`src/rtl/exe_if.sv`:
```
// exe stage bus: ID/EXE register outputs in, EXE/MEM bundle and stall out.
// The master drives the exi_* side; the execute stage is the slave.
interface exe_if;
    logic [15:0] exi_instr;
    logic [15:0] exi_pc;
    logic [7:0]  exi_alu_opcode;
    logic [15:0] exi_op1;
    logic [15:0] exi_op2;
    logic [3:0]  exi_wreg_addr;
    logic [15:0] exi_write_to_mem_data;
    logic [1:0]  exi_rwe;
    logic        exi_branch;

    logic [15:0] exo_instr;
    logic [15:0] exo_pc;
    logic [15:0] exo_result;
    logic [3:0]  exo_wreg_addr;
    logic [15:0] exo_write_to_mem_data;
    logic [1:0]  exo_rwe;
    logic        exo_branch;
    logic        exo_t;
    logic        exo_stall;

    modport master (
        output exi_instr, exi_pc, exi_alu_opcode, exi_op1, exi_op2,
        output exi_wreg_addr, exi_write_to_mem_data, exi_rwe, exi_branch,
        input  exo_instr, exo_pc, exo_result, exo_wreg_addr,
        input  exo_write_to_mem_data, exo_rwe, exo_branch, exo_t, exo_stall
    );

    modport slave (
        input  exi_instr, exi_pc, exi_alu_opcode, exi_op1, exi_op2,
        input  exi_wreg_addr, exi_write_to_mem_data, exi_rwe, exi_branch,
        output exo_instr, exo_pc, exo_result, exo_wreg_addr,
        output exo_write_to_mem_data, exo_rwe, exo_branch, exo_t, exo_stall
    );
endinterface

```
`src/rtl/exe.sv`:
```
// Execute stage: single-cycle ALU, 16-step MUL/DIVU engine, T flag owner.
// The engine stalls the front of the pipe while it iterates.
module exe (
    input logic exi_clk,
    input logic exi_rst,
    exe_if.slave bus
);
    localparam logic [7:0] OP_NOP  = 8'h00;
    localparam logic [7:0] OP_ADD  = 8'h01;
    localparam logic [7:0] OP_SUB  = 8'h02;
    localparam logic [7:0] OP_AND  = 8'h03;
    localparam logic [7:0] OP_OR   = 8'h04;
    localparam logic [7:0] OP_XOR  = 8'h05;
    localparam logic [7:0] OP_SLL  = 8'h06;
    localparam logic [7:0] OP_SRL  = 8'h07;
    localparam logic [7:0] OP_SRA  = 8'h08;
    localparam logic [7:0] OP_CMP  = 8'h09;
    localparam logic [7:0] OP_SLT  = 8'h0A;
    localparam logic [7:0] OP_SLTU = 8'h0B;
    localparam logic [7:0] OP_MOVE = 8'h0C;
    localparam logic [7:0] OP_MUL  = 8'h0D;
    localparam logic [7:0] OP_DIVU = 8'h0E;
    localparam logic [7:0] OP_MFT  = 8'h0F;

    localparam logic [3:0] REG_INVALID = 4'hF;
    localparam logic [1:0] RWE_IDLE    = 2'b00;

    localparam logic [1:0] IDLE = 2'd0;
    localparam logic [1:0] BUSY = 2'd1;
    localparam logic [1:0] DONE = 2'd2;

    logic [1:0]  state;
    logic [3:0]  cnt;
    logic        t;
    logic [15:0] l_instr, l_pc, l_mdata;
    logic [3:0]  l_wreg;
    logic [1:0]  l_rwe;
    logic        l_div;
    logic [15:0] acc, a, b, rem;

    logic        is_multi;
    logic [15:0] alu_res;
    logic        t_we, t_nxt;
    logic [16:0] rem_sh;
    logic        ge;
    logic [15:0] rem_sub;

    assign is_multi = (state == IDLE) &&
                      ((bus.exi_alu_opcode == OP_MUL) ||
                       (bus.exi_alu_opcode == OP_DIVU));

    // Restoring division: a doubles as dividend shifter and quotient.
    assign rem_sh  = {rem, a[15]};
    assign ge      = rem_sh >= {1'b0, b};
    assign rem_sub = rem_sh[15:0] - b;

    always_comb begin
        alu_res = '0;
        t_we    = 1'b0;
        t_nxt   = t;
        case (bus.exi_alu_opcode)
            OP_NOP:  alu_res = '0;
            OP_ADD:  alu_res = bus.exi_op1 + bus.exi_op2;
            OP_SUB:  alu_res = bus.exi_op1 - bus.exi_op2;
            OP_AND:  alu_res = bus.exi_op1 & bus.exi_op2;
            OP_OR:   alu_res = bus.exi_op1 | bus.exi_op2;
            OP_XOR:  alu_res = bus.exi_op1 ^ bus.exi_op2;
            OP_SLL:  alu_res = bus.exi_op1 << bus.exi_op2[3:0];
            OP_SRL:  alu_res = bus.exi_op1 >> bus.exi_op2[3:0];
            OP_SRA:  alu_res = $unsigned($signed(bus.exi_op1) >>> bus.exi_op2[3:0]);
            OP_CMP: begin
                t_we    = 1'b1;
                t_nxt   = bus.exi_op1 != bus.exi_op2;
                alu_res = {15'b0, t_nxt};
            end
            OP_SLT: begin
                t_we    = 1'b1;
                t_nxt   = $signed(bus.exi_op1) < $signed(bus.exi_op2);
                alu_res = {15'b0, t_nxt};
            end
            OP_SLTU: begin
                t_we    = 1'b1;
                t_nxt   = bus.exi_op1 < bus.exi_op2;
                alu_res = {15'b0, t_nxt};
            end
            OP_MOVE: alu_res = bus.exi_op2;
            OP_MFT:  alu_res = {15'b0, t};
            default: alu_res = '0;
        endcase
    end

    always_ff @(posedge exi_clk) begin
        if (exi_rst) begin
            state   <= IDLE;
            cnt     <= '0;
            t       <= 1'b0;
            l_instr <= '0;
            l_pc    <= '0;
            l_mdata <= '0;
            l_wreg  <= '0;
            l_rwe   <= '0;
            l_div   <= 1'b0;
            acc     <= '0;
            a       <= '0;
            b       <= '0;
            rem     <= '0;
        end else begin
            case (state)
                IDLE: begin
                    if (is_multi) begin
                        l_instr <= bus.exi_instr;
                        l_pc    <= bus.exi_pc;
                        l_mdata <= bus.exi_write_to_mem_data;
                        l_wreg  <= bus.exi_wreg_addr;
                        l_rwe   <= bus.exi_rwe;
                        l_div   <= bus.exi_alu_opcode == OP_DIVU;
                        a       <= bus.exi_op1;
                        b       <= bus.exi_op2;
                        acc     <= '0;
                        rem     <= '0;
                        cnt     <= '0;
                        state   <= BUSY;
                    end else if (t_we) begin
                        t <= t_nxt;
                    end
                end
                BUSY: begin
                    if (l_div) begin
                        a   <= {a[14:0], ge};
                        rem <= ge ? rem_sub : rem_sh[15:0];
                    end else begin
                        if (b[0]) acc <= acc + a;
                        a <= a << 1;
                        b <= b >> 1;
                    end
                    cnt <= cnt + 4'd1;
                    if (cnt == 4'd15) state <= DONE;
                end
                DONE:    state <= IDLE;
                default: state <= IDLE;
            endcase
        end
    end

    always_comb begin
        bus.exo_instr             = bus.exi_instr;
        bus.exo_pc                = bus.exi_pc;
        bus.exo_result            = alu_res;
        bus.exo_wreg_addr         = bus.exi_wreg_addr;
        bus.exo_write_to_mem_data = bus.exi_write_to_mem_data;
        bus.exo_rwe               = bus.exi_rwe;
        bus.exo_branch            = bus.exi_branch;
        bus.exo_stall             = 1'b0;
        bus.exo_t                 = t;
        case (state)
            IDLE: begin
                if (is_multi) begin
                    bus.exo_stall     = 1'b1;
                    bus.exo_result    = '0;
                    bus.exo_wreg_addr = REG_INVALID;
                    bus.exo_rwe       = RWE_IDLE;
                    bus.exo_branch    = 1'b0;
                end
            end
            DONE: begin
                bus.exo_instr             = l_instr;
                bus.exo_pc                = l_pc;
                bus.exo_result            = l_div ? a : acc;
                bus.exo_wreg_addr         = l_wreg;
                bus.exo_write_to_mem_data = l_mdata;
                bus.exo_rwe               = l_rwe;
                bus.exo_branch            = 1'b0;
            end
            default: begin
                bus.exo_instr             = l_instr;
                bus.exo_pc                = l_pc;
                bus.exo_write_to_mem_data = l_mdata;
                bus.exo_stall             = 1'b1;
                bus.exo_result            = '0;
                bus.exo_wreg_addr         = REG_INVALID;
                bus.exo_rwe               = RWE_IDLE;
                bus.exo_branch            = 1'b0;
            end
        endcase
    end
endmodule

```
`src/flat_wrapper.sv`:
```
// flat-port wrapper written by rule: the top's interface ports become plain ports
module exe_flat 
  (exi_clk, exi_rst, bus_exi_instr, bus_exi_pc, bus_exi_alu_opcode, bus_exi_op1, bus_exi_op2, bus_exi_wreg_addr, bus_exi_write_to_mem_data, bus_exi_rwe, bus_exi_branch, bus_exo_instr, bus_exo_pc, bus_exo_result, bus_exo_wreg_addr, bus_exo_write_to_mem_data, bus_exo_rwe, bus_exo_branch, bus_exo_t, bus_exo_stall);
  exe_if bus_i ();
  input logic exi_clk;
  input logic exi_rst;
  input wire logic [$bits(bus_i.exi_instr)-1:0] bus_exi_instr;
  input wire logic [$bits(bus_i.exi_pc)-1:0] bus_exi_pc;
  input wire logic [$bits(bus_i.exi_alu_opcode)-1:0] bus_exi_alu_opcode;
  input wire logic [$bits(bus_i.exi_op1)-1:0] bus_exi_op1;
  input wire logic [$bits(bus_i.exi_op2)-1:0] bus_exi_op2;
  input wire logic [$bits(bus_i.exi_wreg_addr)-1:0] bus_exi_wreg_addr;
  input wire logic [$bits(bus_i.exi_write_to_mem_data)-1:0] bus_exi_write_to_mem_data;
  input wire logic [$bits(bus_i.exi_rwe)-1:0] bus_exi_rwe;
  input wire logic [$bits(bus_i.exi_branch)-1:0] bus_exi_branch;
  output wire logic [$bits(bus_i.exo_instr)-1:0] bus_exo_instr;
  output wire logic [$bits(bus_i.exo_pc)-1:0] bus_exo_pc;
  output wire logic [$bits(bus_i.exo_result)-1:0] bus_exo_result;
  output wire logic [$bits(bus_i.exo_wreg_addr)-1:0] bus_exo_wreg_addr;
  output wire logic [$bits(bus_i.exo_write_to_mem_data)-1:0] bus_exo_write_to_mem_data;
  output wire logic [$bits(bus_i.exo_rwe)-1:0] bus_exo_rwe;
  output wire logic [$bits(bus_i.exo_branch)-1:0] bus_exo_branch;
  output wire logic [$bits(bus_i.exo_t)-1:0] bus_exo_t;
  output wire logic [$bits(bus_i.exo_stall)-1:0] bus_exo_stall;
  assign bus_i.exi_instr = bus_exi_instr;
  assign bus_i.exi_pc = bus_exi_pc;
  assign bus_i.exi_alu_opcode = bus_exi_alu_opcode;
  assign bus_i.exi_op1 = bus_exi_op1;
  assign bus_i.exi_op2 = bus_exi_op2;
  assign bus_i.exi_wreg_addr = bus_exi_wreg_addr;
  assign bus_i.exi_write_to_mem_data = bus_exi_write_to_mem_data;
  assign bus_i.exi_rwe = bus_exi_rwe;
  assign bus_i.exi_branch = bus_exi_branch;
  assign bus_exo_instr = bus_i.exo_instr;
  assign bus_exo_pc = bus_i.exo_pc;
  assign bus_exo_result = bus_i.exo_result;
  assign bus_exo_wreg_addr = bus_i.exo_wreg_addr;
  assign bus_exo_write_to_mem_data = bus_i.exo_write_to_mem_data;
  assign bus_exo_rwe = bus_i.exo_rwe;
  assign bus_exo_branch = bus_i.exo_branch;
  assign bus_exo_t = bus_i.exo_t;
  assign bus_exo_stall = bus_i.exo_stall;
  exe u_core (.exi_clk(exi_clk), .exi_rst(exi_rst), .bus(bus_i));
endmodule
```
`config.mk`:
```
export PLATFORM = sky130hd
export DESIGN_NAME = exe_flat
export DESIGN_NICKNAME = d
export VERILOG_FILES = /design/src/rtl/exe_if.sv /design/src/rtl/exe.sv /design/src/flat_wrapper.sv
export SDC_FILE = /design/constraint.sdc
export NUM_CORES = 1
export LEC_CHECK = 0
export CAP_MARGIN = 20
export CORE_UTILIZATION = 40
export CTS_CLUSTER_DIAMETER = 80
export DETAILED_ROUTE_END_ITERATION = 10
export DONT_BUFFER_PORTS = 1
export GPL_ROUTABILITY_DRIVEN = 0
export MAX_ROUTING_LAYER = met4
export PLACE_DENSITY_LB_ADDON = 0.1
export SETUP_SLACK_MARGIN = 0.1
export SYNTH_ARGS = -nofsm -noshare
export SYNTH_HDL_FRONTEND = slang
export SYNTH_SLANG_ARGS = --single-unit
```
`constraint.sdc`:
```
create_clock -name exi_clk -period 5.4 [get_ports exi_clk]
set_clock_uncertainty 0.05 [all_clocks]
set_input_delay 0.54 -clock exi_clk [delete_from_list [all_inputs] [get_ports exi_clk]]
set_output_delay 0.54 -clock exi_clk [all_outputs]
set_load 0.02 [all_outputs]
```
==> results by stage, run 1 <==
CTS:
- The number of hold buffers added after cts is 0.
- The total CTS buffers is 17.
- The number of levels the H-tree was split into is 4.
- TritonCTS built the clock tree.
- No sink is reached through more buffers than the 2 on the longest clock path.
- In this run, post-CTS repair resized a total of 0 instances.
- For this design, the sink count on the clock tree is between 100 and 150.
- Clock-pin slew was measured on the worst setup and hold paths at 0.06 ns.
- Buffers added to address setup during post-CTS repair amount to 0.
- CTS placed an instance of sky130_fd_sc_hd__clkbuf_16 at the clock tree root.
- The latest clock arrival within the worst-skew pair is around 0.43 ns.

Floorplan:
- In this run the horizontal extent of the chip is approximately 170 um.
- In this run the vertical extent of the chip is 169 um.
- The die covers 28600 um^2.
- The total number of placement rows is 60.
- In this run the count of I/O pins placed on the die edge is 170.
- The effective utilization at floorplan is 0.411.
- The floorplan step defined a core boundary enclosing approximately 27000 um^2.

Global routing:
- The via count of the first global-routing pass came to a little over 10000.
- The global-route usage over all layers is 0.270.
- The total overflow left after global routing is 0.
- The pin count of the biggest net entering global routing is 117.
- The initial antenna violation count is 0.
- The wire length of the first global-routing pass is roughly 58000 um.

Synth:
- The area share of the largest cell type after synthesis is 0.226.
- By area the synthesized netlist is led by sky130_fd_sc_hd__dfxtp_1 (23%), sky130_fd_sc_hd__ha_1 (9.1%), sky130_fd_sc_hd__nand2_1 (7.8%).
- The number of synthesized register bits is 126.
- The number of nets in the synthesized netlist is ~1700.
- The sequential element share of the synthesized area is 0.226.
- The most frequently used flop master after synthesis is sky130_fd_sc_hd__dfxtp_1.
- The area of the mapped netlist is between 10000 and 15000 um^2.
- The post-synthesis average cell area is between 7 and 8 um^2.
- The fraction of registers with async set/reset is 0.
- The biggest area consumer among synthesized cells is sky130_fd_sc_hd__dfxtp_1.
- Yosys mapped the design onto 83 distinct sky130hd cell types.
- For this run, the number of Yosys warnings is 0.
- The number of instances in the synthesized netlist is between 1000 and 1500.
- The number of synthesized flops with an enable pin is 0.
- The commonest cells after synthesis are sky130_fd_sc_hd__nand2_1 (231), sky130_fd_sc_hd__a21oi_1 (157), sky130_fd_sc_hd__nor2_1 (130), sky130_fd_sc_hd__dfxtp_1 (126), sky130_fd_sc_hd__ha_1 (81).
- In the post-synthesis netlist, the cell with the most instances is sky130_fd_sc_hd__nand2_1.

Worst setup path:
- The kind of start point of the critical path is a primary input.
- The most numerous cell on the critical path is sky130_fd_sc_hd__o31ai_1.
- The category of the critical setup timing path is primary input to primary output.
- STA classifies the critical path endpoint as a primary output.
- The cell family contributing the most delay on the critical path is compound AO/OA/AOI/OAI gates.
- The worst path arrival time is roughly 3.7 ns.
- The largest fanout on the critical path is between 40 and 50.
- The required time at the worst-slack endpoint is approximately 4.8 ns.
- The slowest stage of the critical path belongs to the cell sky130_fd_sc_hd__a221oi_1.
- The number of buffer and inverter instances along the worst setup path is 1.
- The critical path goes through inv_1 -> ha_1 -> o21bai_1 -> a211oi_1 -> o31ai_1 -> nand2_1 -> o31ai_1 -> mux2_2 -> a221oi_1 -> o22ai_1.
- The longest individual stage delay on the worst path is between 0.5 and 0.6 ns.

Drt:
- The routed length per instance is roughly 21 um.
- Signal routing reaches up to met4.
- The met3 wire length is slightly above 3000 um.
- After detailed routing, the wire length on met1 is around 17000 um.
- For this run, design rule violations remaining after detail routing come to 0.
- The overall via count from detail_route is around 11000.
- The detailed router's first-iteration violation count is between 900 and 1000.
- Detailed routing placed a total of 16800 um of wire on met2.
- In the routed layout, each cell is associated on average with a via count of 6.05.
- The final layout contains routed wiring with a total length of 37700 um.
- The number of optimization iterations in the first detailed-route pass is 6.
- The remaining number of nets flagged by the antenna check after routing is 0.

Timing:
- After routing, the total negative slack on setup checks comes to 0 ns.
- The clock period could shrink to between 4 and 5 ns.
- Setup repair after global routing left no endpoint under its margin.
- Hold timing on the final database bottoms out at a slack of around 0.13 ns.
- The number of failing hold endpoints at the final stage is 0.
- The transition time at the pin with the least slew margin is 1.20 ns.
- Across all setup checks in the final design, the least slack found is 1.13 ns.
- Of the available clock period, the critical path in the final layout requires 0.790.
- The count of pins over their slew limit came to 0.
- The worst pin sits at a relative slew slack of 0.177.
- The final-report setup violation count is 0.
- The fmax is 234 MHz.

Layout:
- The count of antenna diodes in the layout is 0.
- The finished cells cover between 10000 and 15000 um^2.
- The post-route non-filler standard cell count is 1794.
- Compared with the post-synthesis result, the final layout area differs by 7.13%.
- The fraction of layout cells with a size suffix above 1 is 0.105.
- For this run, the post-layout net count is approximately 1600.
- The utilization after layout is 0.440.

Hold path:
- In this run the worst hold path is classified as primary input to flop.

Placement:
- The count of port buffers added during placement is 0.
- The half-perimeter wire length of the detailed placement result is ~28000 um.
- The number of placed cells counting well taps is ~1800.
- The placed instance area is between 10000 and 15000 um^2.
- The worst setup slack after placement is 1.24 ns.

Pwr:
- For this design the static power due to leakage is about 4.4 nW.
- The worst vdd rail ir drop is around 0.2 mV.
- The completed layout was analyzed and its total power is 2.59 mW.
- The power density relative to cell area is 217 nW/um^2.

Status:
- The run finished with clean final reports.

Job:
- The max-capacitance violation count is 0.
-- area by class of cell --
cell class | instances | area [um^2]
multi-input combinational | 1184 | 7980
timing repair buffer | 15 | 120
inverter | 65 | 244
clock inverter | 15 | 200
sequential | 126 | 2520
tap | 372 | 465
clock buffer | 17 | 425
fill | 2788 | 15200
-- path summary, 6_finish.rpt --
path	startpoint	endpoint	slack, ns	cells past startpoint
setup reg to reg	u_core.a[15]	u_core.rem[14]	2.36	11
setup / recovery	bus_exi_op2[1]	bus_exo_result[13]	1.13	10
hold / removal	exi_rst	u_core.l_instr[1]	0.13	1
hold reg to reg	u_core.l_pc[10]	u_core.l_pc[10]	0.40	2
-- per-layer routing --
| layer | up-vias | track usage |
|---|---|---|
| met2 | 399 | 0.405 |
| met5 | - | - |
| met4 | 0 | 0.0967 |
| met1 | 5174 | 0.347 |
| li1 | 5229 | - |
| met3 | 58 | 0.0722 |
-- state kept, by name, indices dropped and copies added (netlist names) --
register          cells
u_core.b             16
u_core.l_wreg         4
u_core.l_div          1
u_core.state          2
u_core.cnt            4
u_core.bus.exo_t      1
u_core.l_rwe          2
u_core.rem           16
u_core.l_pc          16
u_core.l_mdata       16
u_core.l_instr       16
u_core.a             16
u_core.acc           16
-- cell usage in the layout (no fill, tap or decap), types with 7 or more instances in the layout --
master / instances
sky130_fd_sc_hd__nand2_1: 231
sky130_fd_sc_hd__a21oi_1: 157
sky130_fd_sc_hd__nor2_1: 128
sky130_fd_sc_hd__dfxtp_1: 126
sky130_fd_sc_hd__ha_1: 81
sky130_fd_sc_hd__o21ai_0: 67
sky130_fd_sc_hd__inv_1: 62
sky130_fd_sc_hd__mux2_2: 52
sky130_fd_sc_hd__nand3_1: 38
sky130_fd_sc_hd__mux2i_1: 33
sky130_fd_sc_hd__a22oi_1: 33
sky130_fd_sc_hd__nor3_1: 32
sky130_fd_sc_hd__o22ai_1: 19
sky130_fd_sc_hd__xnor2_1: 19
sky130_fd_sc_hd__mux4_2: 18
sky130_fd_sc_hd__a311oi_1: 18
sky130_fd_sc_hd__clkbuf_16: 17
sky130_fd_sc_hd__a21o_1: 14
sky130_fd_sc_hd__buf_4: 14
sky130_fd_sc_hd__a211oi_1: 13
sky130_fd_sc_hd__xor2_1: 13
sky130_fd_sc_hd__nor2b_1: 11
sky130_fd_sc_hd__nand2b_1: 11
sky130_fd_sc_hd__o21bai_1: 11
sky130_fd_sc_hd__a31oi_1: 10
sky130_fd_sc_hd__a221oi_1: 10
sky130_fd_sc_hd__o211ai_1: 9
sky130_fd_sc_hd__nor4_1: 8
sky130_fd_sc_hd__and3_1: 7
sky130_fd_sc_hd__or2_2: 7
sky130_fd_sc_hd__and2_1: 7
sky130_fd_sc_hd__o31a_1: 7
sky130_fd_sc_hd__o22a_1: 7
sky130_fd_sc_hd__o221ai_1: 7
-- kinds of logic (layout without fill, tap and decap cells) --
group / Yosys count / count (layout) / share of synthesized area
XOR/XNOR: 32 / 32 / 0.0251
buffers and inverters: 166 / 112 / 0.0628
AO/OA/AOI/OAI: 450 / 450 / 0.265
adder cells (fa/ha/maj): 85 / 85 / 0.0980
flip-flops: 126 / 126 / 0.226
AND/OR/NAND/NOR: 514 / 514 / 0.205
multiplexers: 103 / 103 / 0.118
-- power by group --
part	switching, mW	internal, mW	total (mW)
Sequential	0.00319	0.933	0.937
Combinational	0.259	0.170	0.428
Clock	0.484	0.743	1.23
Total	0.746	1.85	2.59
Note: power is estimated with default switching activity, not from simulation.
==> run 2: changes to the inputs <==
- clock period: 5.4 -> 3.8 ns (I/O delays scaled with it)
==> run 2 against run 1 <==
Effect of this change: combinational power rose by 50%; cell count up 2.1%; first-iteration DRC count up 18%; final area grew 2.2%; total power rose by 38%; critical path depth is 1 higher; largest power group unchanged; hold slack got worse by 0.11 ns; register-to-register slack got worse by 1.5 ns; critical endpoint is now bus_exo_result[12]; non-clock buffer count grew 37; routed wire length decreased by 0.50%; clock power increased by 31%.
==> results by stage, run 2 (synthesis results as in run 1) <==
Layout:
- The number of nets in the layout was 1628 (+2.3%).
- The count of antenna diodes in the layout is 0 (unchanged).
- Relative to the synthesized area, the layout overhead comes to 9.51%.
- The fraction of layout cells with a size suffix above 1 is 0.130 (+0.0248).
- The final-layout fill cell count is 2835 (+1.7%).
- Leaving out fill and tap cells, the most frequent cells in the layout are sky130_fd_sc_hd__nand2_1 (231), sky130_fd_sc_hd__a21oi_1 (157), sky130_fd_sc_hd__nor2_1 (128), sky130_fd_sc_hd__dfxtp_1 (126), sky130_fd_sc_hd__ha_1 (81).
- The library cell used most frequently in the layout, excluding fill and tap cells, is sky130_fd_sc_hd__nand2_1.

Timing:
- The final-report setup violation count is 0 (unchanged).
- Setup repair after global routing could not meet its margin everywhere.
- The clock period minus final worst setup slack is between 3 and 4 ns.
- Based on the critical path, the design can be clocked at up to around 280 MHz.
- The post-route fraction of the period consumed by the critical path is 0.952.
- The transition time at the pin with the least slew margin is 0.999 ns (-0.204 ns).
- The number of failing hold endpoints at the final stage is 0 (unchanged).
- The worst max-slew margin expressed relative to the limit came to 0.332 (+0.154).
- The total negative setup slack came to 0 ns (unchanged).
- The count of pins over their slew limit is 0 (unchanged).

Drt:
- The routed length per instance is 20.5 um (-2.5%).
- The wire length on met2 was 17000 um (+1.5%).
- The remaining routing DRC violations is 0 (unchanged).
- The number of optimization iterations in the first detailed-route pass is 7 (+1).
- The aggregate routed wire length was 37500 um (-0.50%).
- The met3 wire length came to 2860 um (-7.3%).
- The overall via count from detail_route came to 11000 (+0.88%).
- The post-detailed-route via-to-cell ratio is 5.98 (-1.2%).
- The remaining number of nets flagged by the antenna check after routing is 0 (unchanged).
- The sum of routed wire segments on met1 was 16800 um (-0.44%).
- The detailed router's first-iteration violation count is 1110 (+18%).
- The uppermost metal layer occupied by signal nets is met4.

Worst setup path:
- The worst register-to-register path begins at u_core.a[15].
- The largest fanout on the critical path is 41 (-15%).
- The worst path arrival time is 3.19 ns (-0.49 ns).
- Walking the worst path, the cells encountered are ha_1 -> fa_1 -> a21oi_1 -> o211ai_1 -> o41ai_1 -> buf_4 -> nand2b_1 -> a2111oi_0 -> o21ai_0 -> o21ai_1 -> buf_4.
- The category of the critical setup timing path is primary input to primary output.
- The worst setup path is launched from a primary input.
- The longest individual stage delay on the worst path is 0.44 ns (-0.09 ns).
- Tracing the worst setup path back leads to its startpoint at bus_exi_op2[0].
- The required time at the worst-slack endpoint is 3.37 ns (-1.44 ns).
- The worst-path cell with the longest stage delay is sky130_fd_sc_hd__fa_1.
- The most numerous cell on the critical path is sky130_fd_sc_hd__buf_4.
- The worst setup path is captured at a primary output.

Pwr:
- The leakage power is 4.57 nW (+4.1%).
- The worst vdd rail ir drop is 0.282 mV (+43%).
- The total power is 3.59 mW (+38%).
- The power density relative to cell area is 293 nW/um^2 (+35%).

Placement:
- The count of port buffers added during placement came to 0 (unchanged).
- The half-perimeter wire length of the detailed placement result came to 27800 um (+0.63%).

Global routing:
- The global-route usage over all layers is 0.269 (-0.000780).
- The initial antenna violation count is 0 (unchanged).
- The pin count of the biggest net entering global routing is 110 (-6.0%).
- The via count of the first global-routing pass is 10300 (+2.1%).
- The wire length of the first global-routing pass is 58300 um (+0.30%).
- The final global-route overflow total came to 0 (unchanged).

CTS:
- The maximum number of buffers from clock root to sink is 2 (unchanged).
- The number of levels the H-tree was split into is 4 (unchanged).
- The latest clock arrival within the worst-skew pair came to 0.43 ns (about the same).
- The library cell used as clock root buffer is sky130_fd_sc_hd__clkbuf_16.
- The number of clock sinks is 126 (unchanged).
- The CTS tree is yes.
- The total CTS buffers is 17 (unchanged).
- The clock input transition at the sequential cells of the worst setup and hold paths is 0.07 ns (about the same).
- The count of buffers added by post-CTS timing repair for setup is 0 (unchanged).

Job:
- The max-capacitance violation count is 0 (unchanged).

Status:
- The flow ran to the end, and the final reports show no timing, DRC or antenna violations.

Floorplan:
- The effective utilization at floorplan is 0.411 (unchanged).
- The total number of placement rows is 60 (unchanged).
- The top-level port count is 170 (unchanged).
- The width of the chip is 169 um (unchanged).
- The floorplan die area was 28600 um^2 (unchanged).
- The die boundary height is 169 um (unchanged).
- The core area is 27200 um^2 (unchanged).

Hold path:
- In this run the worst hold path is classified as primary input to flop.
- The start point of the worst min-delay path is bus_exi_pc[1].
==> run 2: changes by cell type in the layout (fill, tap and decap cells not counted) <==
cell                         delta
sky130_fd_sc_hd__clkinv_4       +1
sky130_fd_sc_hd__clkinvlp_4     -1
sky130_fd_sc_hd__a221oi_1       -1
sky130_fd_sc_hd__a221oi_2       +1
sky130_fd_sc_hd__bufinv_16      -2
sky130_fd_sc_hd__a211oi_1       -1
sky130_fd_sc_hd__o31ai_2        +1
sky130_fd_sc_hd__buf_16         +1
sky130_fd_sc_hd__clkinv_2       +2
sky130_fd_sc_hd__a211oi_2       +1
sky130_fd_sc_hd__o31ai_1        -1
sky130_fd_sc_hd__buf_4         +36
==> run 2: timing repair <==
| action | CTS | global route |
|---|---|---|
| gates resized for setup | 0 | 3 |
| endpoints found under the hold margin | 109 | 0 |
| hold buffers | 1 | 0 |
| setup endpoints to repair | 0 | 4 |
==> run 2: where the power goes <==
group          internal [mW]  total (mW)  switching (mW)
Clock                  0.921        1.61           0.691
Combinational          0.255       0.642           0.387
Sequential              1.33        1.33         0.00461
==> run 2: cell type report <==
type                            instances  area (um^2)  area share
Clock buffer                           17          425      0.0348
Tap cell                              372          465      0.0381
Clock inverter                         15          151      0.0124
Timing Repair Buffer                   52          418      0.0342
Multi-Input combinational cell       1184         7990       0.654
Inverter                               65          244      0.0200
Sequential cell                       126         2520       0.206
==> run 2: stage by stage <==
stage | std cells | area (um^2) | utilization | hold WS [ns] | setup WS, ns
floorplan | 1476 | 11200 | - | 0.384 | 0.395
global placement | 1797 | 11600 | 0.426 | 0.384 | 0.265
detailed placement | 1797 | 11600 | 0.426 | 0.391 | 0.234
CTS | 1830 | 12200 | 0.448 | 0.00256 | 0.223
global route | 1831 | 12200 | 0.450 | 0.0123 | 0.0636
finish | 1831 | 12200 | 0.450 | 0.0237 | 0.184
==> run 2: worst paths after layout <==
kind	slack, ns	end	cells after the start
min reg2reg	0.40	u_core.l_pc[1]	2
min	0.02	u_core.l_pc[1]	2
max reg2reg	0.86	u_core.rem[14]	11
max	0.18	bus_exo_result[12]	11
==> run 2: per-layer routing <==
| layer | up-vias | GRT usage |
|---|---|---|
| met2 | 396 | 0.414 |
| met4 | 0 | 0.0815 |
| met5 | - | - |
| met1 | 5206 | 0.349 |
| met3 | 44 | 0.0627 |
| li1 | 5310 | - |
==> run 2: worst max-delay path: cells and delay by family <==
family                     cells  cell delay, ns
buffers and inverters          2            0.39
and+or+nand+nor                1            0.09
AOI/OAI and AO/OA              6            1.64
adders and majority gates      2            0.68
